==> src/rtl/core_inst_seq.sv <==
// core_inst_seq: per-core instruction sequencer. Streams host words into xmem,
// moves them to L0, executes, drains, then copies the output FIFO into pmem.
// The command word and xmem write data are registered, so every command
// appears on inst one cycle after the state/count that produced it.
module core_inst_seq #(
  parameter int bw      = 4,
  parameter int row     = 8,
  parameter int col     = 8,
  parameter int addr_bw = 11
) (
  input  logic                  clk,
  input  logic                  reset,
  input  logic                  start,
  input  logic [addr_bw-1:0]    len,
  input  logic [7:0]            drain,
  input  logic [bw*row-1:0]     host_data,
  input  logic                  host_valid,
  output logic                  host_ready,
  output logic [33:0]           inst,
  output logic [bw*row-1:0]     D_xmem,
  output logic                  busy,
  output logic                  done
);

  // col does not shape the datapath; it is referenced so the parameter list
  // stays identical to the core it sits beside.
  localparam int XMEM_W = bw * row + 0 * col;
  localparam int CW     = addr_bw + 1;

  typedef logic [CW-1:0] cnt_t;

  // inst bit positions
  localparam int B_ACC      = 33;
  localparam int B_CEN_P    = 32;
  localparam int B_WEN_P    = 31;
  localparam int B_AP_HI    = 30;
  localparam int B_AP_LO    = 20;
  localparam int B_CEN_X    = 19;
  localparam int B_WEN_X    = 18;
  localparam int B_AX_HI    = 17;
  localparam int B_AX_LO    = 7;
  localparam int B_OFIFO_RD = 6;
  localparam int B_L0_RD    = 3;
  localparam int B_L0_WR    = 2;
  localparam int B_EXEC     = 1;

  localparam logic [33:0] IDLE_INST = 34'h1_800C_0000;

  typedef enum logic [2:0] {
    S_IDLE,
    S_LOAD,
    S_L0,
    S_EXEC,
    S_DRAIN,
    S_OUT,
    S_DONE
  } state_t;

  state_t              r_state;
  state_t              w_state_nxt;
  cnt_t                r_cnt;
  cnt_t                w_cnt_inc;
  cnt_t                w_len_ext;
  cnt_t                w_drain_ext;
  logic                w_cnt_en;
  logic                w_accept;
  logic [addr_bw-1:0]  r_len;
  logic [7:0]          r_drain;
  logic [33:0]         r_inst;
  logic [33:0]         w_inst_nxt;
  logic [XMEM_W-1:0]   r_dxmem;

  assign w_accept    = host_valid && (r_state == S_LOAD);
  assign w_cnt_inc   = r_cnt + 1'b1;
  assign w_len_ext   = cnt_t'(r_len);
  assign w_drain_ext = cnt_t'(r_drain);

  assign host_ready  = (r_state == S_LOAD);
  assign busy        = (r_state != S_IDLE);
  assign done        = (r_state == S_DONE);
  assign inst        = r_inst;
  assign D_xmem      = r_dxmem;

  // State register
  always_ff @(posedge clk or negedge reset) begin
    if (!reset) begin
      r_state <= S_IDLE;
    end else begin
      r_state <= w_state_nxt;
    end
  end

  // Next-state and command generation for the current state/count
  always_comb begin
    w_state_nxt = r_state;
    w_inst_nxt  = IDLE_INST;
    w_cnt_en    = 1'b0;
    case (r_state)
      S_IDLE: begin
        if (start) begin
          w_state_nxt = (len == '0) ? S_DONE : S_LOAD;
        end
      end
      S_LOAD: begin
        if (w_accept) begin
          w_inst_nxt[B_CEN_X]         = 1'b0;
          w_inst_nxt[B_WEN_X]         = 1'b0;
          w_inst_nxt[B_AX_HI:B_AX_LO] = 11'(r_cnt);
          w_cnt_en                    = 1'b1;
          if (w_cnt_inc == w_len_ext) begin
            w_state_nxt = S_L0;
          end
        end
      end
      S_L0: begin
        // l0_wr trails each xmem read by one cycle to absorb SRAM read latency
        w_cnt_en = 1'b1;
        if (r_cnt < w_len_ext) begin
          w_inst_nxt[B_CEN_X]         = 1'b0;
          w_inst_nxt[B_AX_HI:B_AX_LO] = 11'(r_cnt);
        end
        if (r_cnt != '0) begin
          w_inst_nxt[B_L0_WR] = 1'b1;
        end
        if (r_cnt == w_len_ext) begin
          w_state_nxt = S_EXEC;
        end
      end
      S_EXEC: begin
        w_cnt_en            = 1'b1;
        w_inst_nxt[B_L0_RD] = 1'b1;
        w_inst_nxt[B_EXEC]  = 1'b1;
        if (w_cnt_inc == w_len_ext) begin
          w_state_nxt = (r_drain == '0) ? S_OUT : S_DRAIN;
        end
      end
      S_DRAIN: begin
        w_cnt_en = 1'b1;
        if (w_cnt_inc == w_drain_ext) begin
          w_state_nxt = S_OUT;
        end
      end
      S_OUT: begin
        // pmem write trails each ofifo read by one cycle
        w_cnt_en = 1'b1;
        if (r_cnt < w_len_ext) begin
          w_inst_nxt[B_OFIFO_RD] = 1'b1;
        end
        if (r_cnt != '0) begin
          w_inst_nxt[B_ACC]           = 1'b0;
          w_inst_nxt[B_CEN_P]         = 1'b0;
          w_inst_nxt[B_WEN_P]         = 1'b0;
          w_inst_nxt[B_AP_HI:B_AP_LO] = 11'(r_cnt - 1'b1);
        end
        if (r_cnt == w_len_ext) begin
          w_state_nxt = S_DONE;
        end
      end
      S_DONE: begin
        w_state_nxt = S_IDLE;
      end
      default: begin
        w_state_nxt = S_IDLE;
      end
    endcase
  end

  // Counter (cleared on every state entry) and latched operation parameters
  always_ff @(posedge clk or negedge reset) begin
    if (!reset) begin
      r_cnt   <= '0;
      r_len   <= '0;
      r_drain <= '0;
    end else begin
      if (w_state_nxt != r_state) begin
        r_cnt <= '0;
      end else if (w_cnt_en) begin
        r_cnt <= w_cnt_inc;
      end
      if ((r_state == S_IDLE) && start) begin
        r_len   <= len;
        r_drain <= drain;
      end
    end
  end

  // Registered command word and xmem write data
  always_ff @(posedge clk or negedge reset) begin
    if (!reset) begin
      r_inst  <= IDLE_INST;
      r_dxmem <= '0;
    end else begin
      r_inst <= w_inst_nxt;
      if (w_accept) begin
        r_dxmem <= host_data;
      end
    end
  end

endmodule

==> config.mk <==
export PLATFORM = sky130hd
export DESIGN_NAME = core_inst_seq
export DESIGN_NICKNAME = d
export VERILOG_FILES = /design/src/rtl/core_inst_seq.sv
export SDC_FILE = /design/constraint.sdc
export NUM_CORES = 1
export LEC_CHECK = 0
export ABC_AREA = 0
export BUFFER_PORTS_ARGS = -buffer_cell sky130_fd_sc_hd__buf_4
export CORE_UTILIZATION = 45
export DETAILED_ROUTE_END_ITERATION = 6
export PLACE_DENSITY = 0.65
export SYNTH_ARGS = -nofsm -noshare
export SYNTH_HDL_FRONTEND = slang
export SYNTH_SLANG_ARGS = --single-unit
export TNS_END_PERCENT = 100
==> constraint.sdc <==
create_clock -name clk -period 2.7 [get_ports clk]
set_input_delay 0.135 -clock clk [delete_from_list [all_inputs] [get_ports clk]]
set_output_delay 0.135 -clock clk [all_outputs]
set_load 0.05 [all_outputs]
==> results of run 1 <==
## Yosys cell counts, types with 5 or more instances
cell and instances:
clkbuf_1 21, nor2b_1 8, xnor2_1 27, xor2_1 13, nor3_2 10, buf_4 9, nor4_1 7, a21oi_1 7
ha_1 14, nor3_1 13, and2_1 13, mux2_2 9, nand3_1 14, nor2_1 37, o21ai_0 14, or3_1 6
nand2_1 127, nand2b_1 5, inv_1 16, dfrtp_1 91
## area by class of cell
cell class,instances,area [um^2]
Timing Repair Buffer,196,1610
Clock buffer,12,135
Tap cell,136,170
Inverter,17,63.8
Clock inverter,4,50.0
Fill cell,883,3750
Sequential cell,94,2360
Multi-Input combinational cell,380,2320
## logic make-up (layout without fill, tap and decap cells)
logic type      count (synthesis)  after routing  share of synthesized area
compound gates                 45             45                     0.0658
xor+xnor                       40             40                     0.0714
fa+ha+maj                      14             14                     0.0357
buf+inv                        54            229                     0.0538
flops                          94             94                      0.480
mux                            11             11                     0.0248
other cells                     1              4                   0.000765
simple gates                  266            266                      0.267
## worst reg2reg max path, cell delays in order (launching register included)
cell	delay, ps
dfrtp_1	410
ha_2	270
nand2_1	120
nor2_1	190
mux2_2	370
a2111oi_2	280
nand3_1	160
o41ai_2	220
buf_4	270
nor3_1	90
## power groups by stage
stage	Sequential (mW)	Combinational, mW	Clock, mW
4_1_cts	1.86	2.28	0.921
2_1_floorplan	2.35	1.08	0
3_3_place_gp	1.88	2.19	0
5_1_grt	1.90	2.48	0.983
6_report	1.87	2.29	0.899
3_5_place_dp	1.89	2.22	0
## timing repair
item	4_1_cts	5_1_grt
buffers inserted	0	0
gates resized for setup	0	3
hold buffers	51	0
endpoints found under the hold margin	87	0
setup endpoints to repair	0	12
## through the flow
| stage | instances | hold slack, ps | cell area [um^2] |
|---|---|---|---|
| 5_1_grt | 839 | 6.50 | 6710 |
| 2_1_floorplan | 528 | -161 | 4910 |
| 6_report | 839 | 17.6 | 6710 |
| 4_1_cts | 839 | 1.28 | 6700 |
| 3_5_place_dp | 772 | 145 | 6010 |
| 3_3_place_gp | 772 | 139 | 6010 |
## flip-flops by register name (all words and copies together) (netlist names)
signal,flops
D_xmem,32
inst,28
r_cnt,12
r_len,11
r_drain,8
r_state,3
## path summary, 6_finish.rpt
kind,end,slack [ps],cells past startpoint
setup / recovery,r_cnt[1],210,9
hold / removal,r_len[0],20,2
setup reg to reg,r_cnt[1],210,9
hold reg to reg,D_xmem[5],480,2
max in group asynchronous,inst[18],1710,3
min in group asynchronous,r_cnt[8],280,2
## metal layers
metal	vias to the layer above	routed length (um)	global-route usage
li1	2071	-	-
met1	1998	5740	0.310
met2	124	6270	0.391
met3	10	549	0.0374
met4	0	139	0.0764
met5	-	0	0
==> results.sh, run 1 <==
export IMPL_path_buf_inv=1
export IMPL_end_kind="register"
export IMPL_worst_slew_pin_slew_ps=517
export IMPL_antenna_cells=0
export IMPL_critPathTopFamily="simple AND/OR/NAND/NOR gates"
export IMPL_cp_startpoint="r_cnt[1]"
export IMPL_synth_area_leader_cell="dfrtp_1"
export IMPL_arrival_ps=2730
export IMPL_drive_gt1_frac=0.279
export IMPL_hold_path_startpoint="len[0]"
export IMPL_utilization=0.642
export IMPL_via_per_inst=5.01
export IMPL_grt_pass1_wl_mm=20.6
export IMPL_first_iter_violations=250
export IMPL_grt_max_degree=58
export IMPL_relSlewSlack=0.655
export IMPL_chipHeight_um=106
export IMPL_overflow=0
export IMPL_setup_viol=0
export IMPL_synth_ff_type="dfrtp_1"
export IMPL_die_area_um2=11300
export IMPL_nets=767
export IMPL_grt_total_usage=0.234
export IMPL_vias=4203
export IMPL_path_cells="ha_2 > nand2_1 > nor2_1 > mux2_2 > a2111oi_2 > nand3_1 > o41ai_2 > buf_4 > nor3_1"
export IMPL_synthArstFlopShare=1.00
export IMPL_clockPowerShare=0.178
export IMPL_p_comb_frac=0.452
export IMPL_netlist_instances=525
export IMPL_p_sw_frac=0.416
export IMPL_ant_nets=0
export IMPL_pwr_share_seq=0.370
export IMPL_htreeDepth=3
export IMPL_cts_sinks=94
export IMPL_dpl_hpwl_mm=9.12
export IMPL_final_min_clock_period_ps=2490
export IMPL_slowest_delay_ps=410
export IMPL_cts_tree="yes"
export IMPL_yosysWarnings=0
export IMPL_row_count=37
export IMPL_p_int_mw=2.95
export IMPL_switchingPower_mw=2.10
export IMPL_outcome="complete, no violations"
export IMPL_yosysTopAreaCellShare=0.464
export IMPL_pre_cts_slack_ps=108
export IMPL_routed_wl_mm=12.7
export IMPL_slowest_stage="dfrtp_1"
export IMPL_core_um2=10500
export IMPL_final_common_cell="buf_4"
export IMPL_ys_ff_latch=94
export IMPL_wl_per_cell_um=15.1
export IMPL_finalWeightedCongestion=0.890
export IMPL_antenna_found_initial=0
export IMPL_dieWidth_um=106
export IMPL_fmax_ghz=0.401
export IMPL_drc=0
export IMPL_leakagePower_nw=3.39
export IMPL_initial_utilization=0.469
export IMPL_insertion_delay_ps=360
export IMPL_cp_start_kind="register"
export IMPL_synth_yosys_seq_area_share=0.480
export IMPL_synth_area_um2=4900
export IMPL_cts_root_buffer="clkbuf_8"
export IMPL_cp_max_fo=12
export IMPL_finalPower_mw=5.06
export IMPL_avgSynthCellArea_um2=9.34
export IMPL_ioPinCount=124
export IMPL_hold_violations=0
export IMPL_p_per_area_nw_per_um2=753
export IMPL_cts_made_buffers=9
export IMPL_path_clk_slew_ps=90
export IMPL_hold_class="in2reg"
export IMPL_path_class="reg2reg"
export IMPL_peakVddDrop_mv=0.367
export IMPL_clockBufferDepth=2
export IMPL_cp_data_required_time_ps=2930
export IMPL_grt_pass1_vias=4142
export IMPL_r2r_start="r_cnt[1]"
export IMPL_drt_pass1_iter_count=5
export IMPL_finClkSkew_ps=18.4
export IMPL_drv_slew=0
export IMPL_tns_ps=0
export IMPL_synth_edf_count=0
export IMPL_synth_area_leaders="dfrtp_1, nand2_1, xnor2_1"
export IMPL_post_route_period_util=0.924
export IMPL_final_cell_mix="buf_4, nand2_1, dfrtp_1, dlygate4sd3_1, nor2_1"
export IMPL_fin_ws_ps=205
export IMPL_portBuffers=119
export IMPL_ys_types=60
export IMPL_rsz0062_at_grt="no"
export IMPL_maxCapViolCount=0
export IMPL_areaGrowthSynthToFinish_pct=36.9
(Power assumes the default switching activity.)
==> run 2: changes to the inputs <==
--- a/config.mk
+++ b/config.mk
@@ -9,6 +9,7 @@
 export BUFFER_PORTS_ARGS = -buffer_cell sky130_fd_sc_hd__buf_4
 export CORE_UTILIZATION = 45
 export DETAILED_ROUTE_END_ITERATION = 6
+export MAX_ROUTING_LAYER = met4
 export PLACE_DENSITY = 0.65
 export SYNTH_ARGS = -nofsm -noshare
 export SYNTH_HDL_FRONTEND = slang
==> results.sh, run 2 (synthesis results as in run 1) <==
export IMPL_antenna_found_initial=0
export IMPL_post_route_period_util=0.948
export IMPL_cp_start_kind="register"
export IMPL_clockBufferDepth=2
export IMPL_grt_pass1_wl_mm=20.8
export IMPL_finClkSkew_ps=25.2
export IMPL_hold_class="in2reg"
export IMPL_vias=4201
export IMPL_insertion_delay_ps=360
export IMPL_drt_pass1_iter_count=4
export IMPL_relSlewSlack=0.649
export IMPL_worst_slew_pin_slew_ps=521
export IMPL_grt_total_usage=0.243
export IMPL_cts_sinks=94
export IMPL_ioPinCount=124
export IMPL_dpl_hpwl_mm=9.18
export IMPL_p_comb_frac=0.443
export IMPL_final_common_cell="buf_4"
export IMPL_final_cell_mix="buf_4, nand2_1, dfrtp_1, dlygate4sd3_1, nor2_1"
export IMPL_largest_reg_flops=32
export IMPL_utilization=0.642
export IMPL_overflow=0
export IMPL_p_int_mw=3.06
export IMPL_use_met1=0.319
export IMPL_nFillCells=876
export IMPL_tns_ps=0
export IMPL_leakagePower_nw=3.39
export IMPL_antenna_cells=0
export IMPL_grt_max_degree=58
export IMPL_core_um2=10500
export IMPL_portBuffers=119
export IMPL_finalWeightedCongestion=0.943
export IMPL_arrival_ps=2790
export IMPL_path_class="reg2reg"
export IMPL_drv_slew=0
export IMPL_cp_data_required_time_ps=2930
export IMPL_hold_violations=0
export IMPL_ant_nets=0
export IMPL_peakVddDrop_mv=0.442
export IMPL_initial_utilization=0.469
export IMPL_pwr_share_seq=0.360
export IMPL_end_kind="register"
export IMPL_wl_per_cell_um=15.3
export IMPL_maxCapViolCount=0
export IMPL_die_area_um2=11300
export IMPL_drc=0
export IMPL_clockPowerShare=0.198
export IMPL_rsz0062_at_grt="no"
export IMPL_cts_tree="yes"
export IMPL_grt_pass1_vias=4043
export IMPL_chipHeight_um=106
export IMPL_via_per_inst=5.03
export IMPL_busiest_layer="met2"
export IMPL_fmax_ghz=0.391
export IMPL_final_min_clock_period_ps=2560
export IMPL_p_per_area_nw_per_um2=773
export IMPL_routed_wl_mm=12.8
export IMPL_p_sw_frac=0.411
export IMPL_outcome="complete, no violations"
export IMPL_row_count=37
export IMPL_areaGrowthSynthToFinish_pct=37.0
export IMPL_gr_usage_met3=0.0307
export IMPL_cp_max_fo=6
export IMPL_htreeDepth=3
export IMPL_setup_viol=0
export IMPL_switchingPower_mw=2.14
export IMPL_cts_made_buffers=9
export IMPL_first_iter_violations=198
export IMPL_drive_gt1_frac=0.287
export IMPL_cts_root_buffer="clkbuf_8"
export IMPL_use_met2=0.399
export IMPL_path_clk_slew_ps=90
export IMPL_dieWidth_um=106
export IMPL_nets=764
## run 2: cell count changes in the layout (fill, tap and decap cells not counted), sizes merged
cell / change
inv: +1
dlygate4sd3: -5
clkbuf: -1
clkinv: -1
buf: +2
bufinv: +1
## run 2: critical path, cell delays in order (launching register included)
cell       delay, ps
dfrtp_2          440
ha_2             260
nand2_1          120
nor2_1           190
mux2_2           370
a2111oi_2        280
nand3_1          200
o41ai_4          290
buf_4            230
nor3_1            60
## run 2: timing repair
| item | in CTS | in global routing |
|---|---|---|
| setup endpoints to repair | 0 | 12 |
| hold buffers | 46 | 0 |
| buffers inserted | 0 | 0 |
| resized for setup | 0 | 9 |
| endpoints found under the hold margin | 82 | 0 |
## run 2: through the flow
stage	hold WS, ps	area, um^2	power (mW)	setup WS (ps)	std cells
2_1_floorplan	-161	4910	3.43	250	528
3_3_place_gp	141	6010	4.08	163	773
3_5_place_dp	148	6010	4.12	83.1	773
4_1_cts	1.32	6690	5.21	55.9	835
5_1_grt	9.12	6720	5.51	6.69	836
6_report	21.0	6720	5.19	140	836
## run 2: layout make-up
cell class	instances	area (um^2)	area share
repair buffers	193	1580	0.235
well taps	136	170	0.0253
flip-flops and latches	94	2360	0.351
multi-input cells	380	2330	0.347
clock inverters	5	83.8	0.0125
inverters	17	63.8	0.00950
clock buffers	11	131	0.0196
## run 2: power groups by stage
| stage | clock network, mW | registers, mW | logic (mW) |
|---|---|---|---|
| 6_report | 1.03 | 1.87 | 2.30 |
| 5_1_grt | 1.11 | 1.90 | 2.50 |
| 4_1_cts | 1.06 | 1.86 | 2.29 |
| 3_5_place_dp | 0 | 1.89 | 2.23 |
| 3_3_place_gp | 0 | 1.88 | 2.20 |
| 2_1_floorplan | 0 | 2.35 | 1.08 |
## run 2: worst paths after layout
path	startpoint	slack, ps	to	depth (start not counted)
setup reg to reg	r_cnt[0]	140	r_cnt[1]	9
hold / removal	drain[6]	20	r_drain[6]	2
setup / recovery	r_cnt[0]	140	r_cnt[1]	9
hold reg to reg	D_xmem[8]	480	D_xmem[8]	2
min in group asynchronous	reset	290	r_cnt[10]	2
max in group asynchronous	reset	1690	inst[18]	3
## run 2: per-layer routing
metal,part of all wire,up-vias
li1,-,2066
met1,0.45,2003
met2,0.49,118
met3,0.045,14
met4,0.013,0
met5,0,-
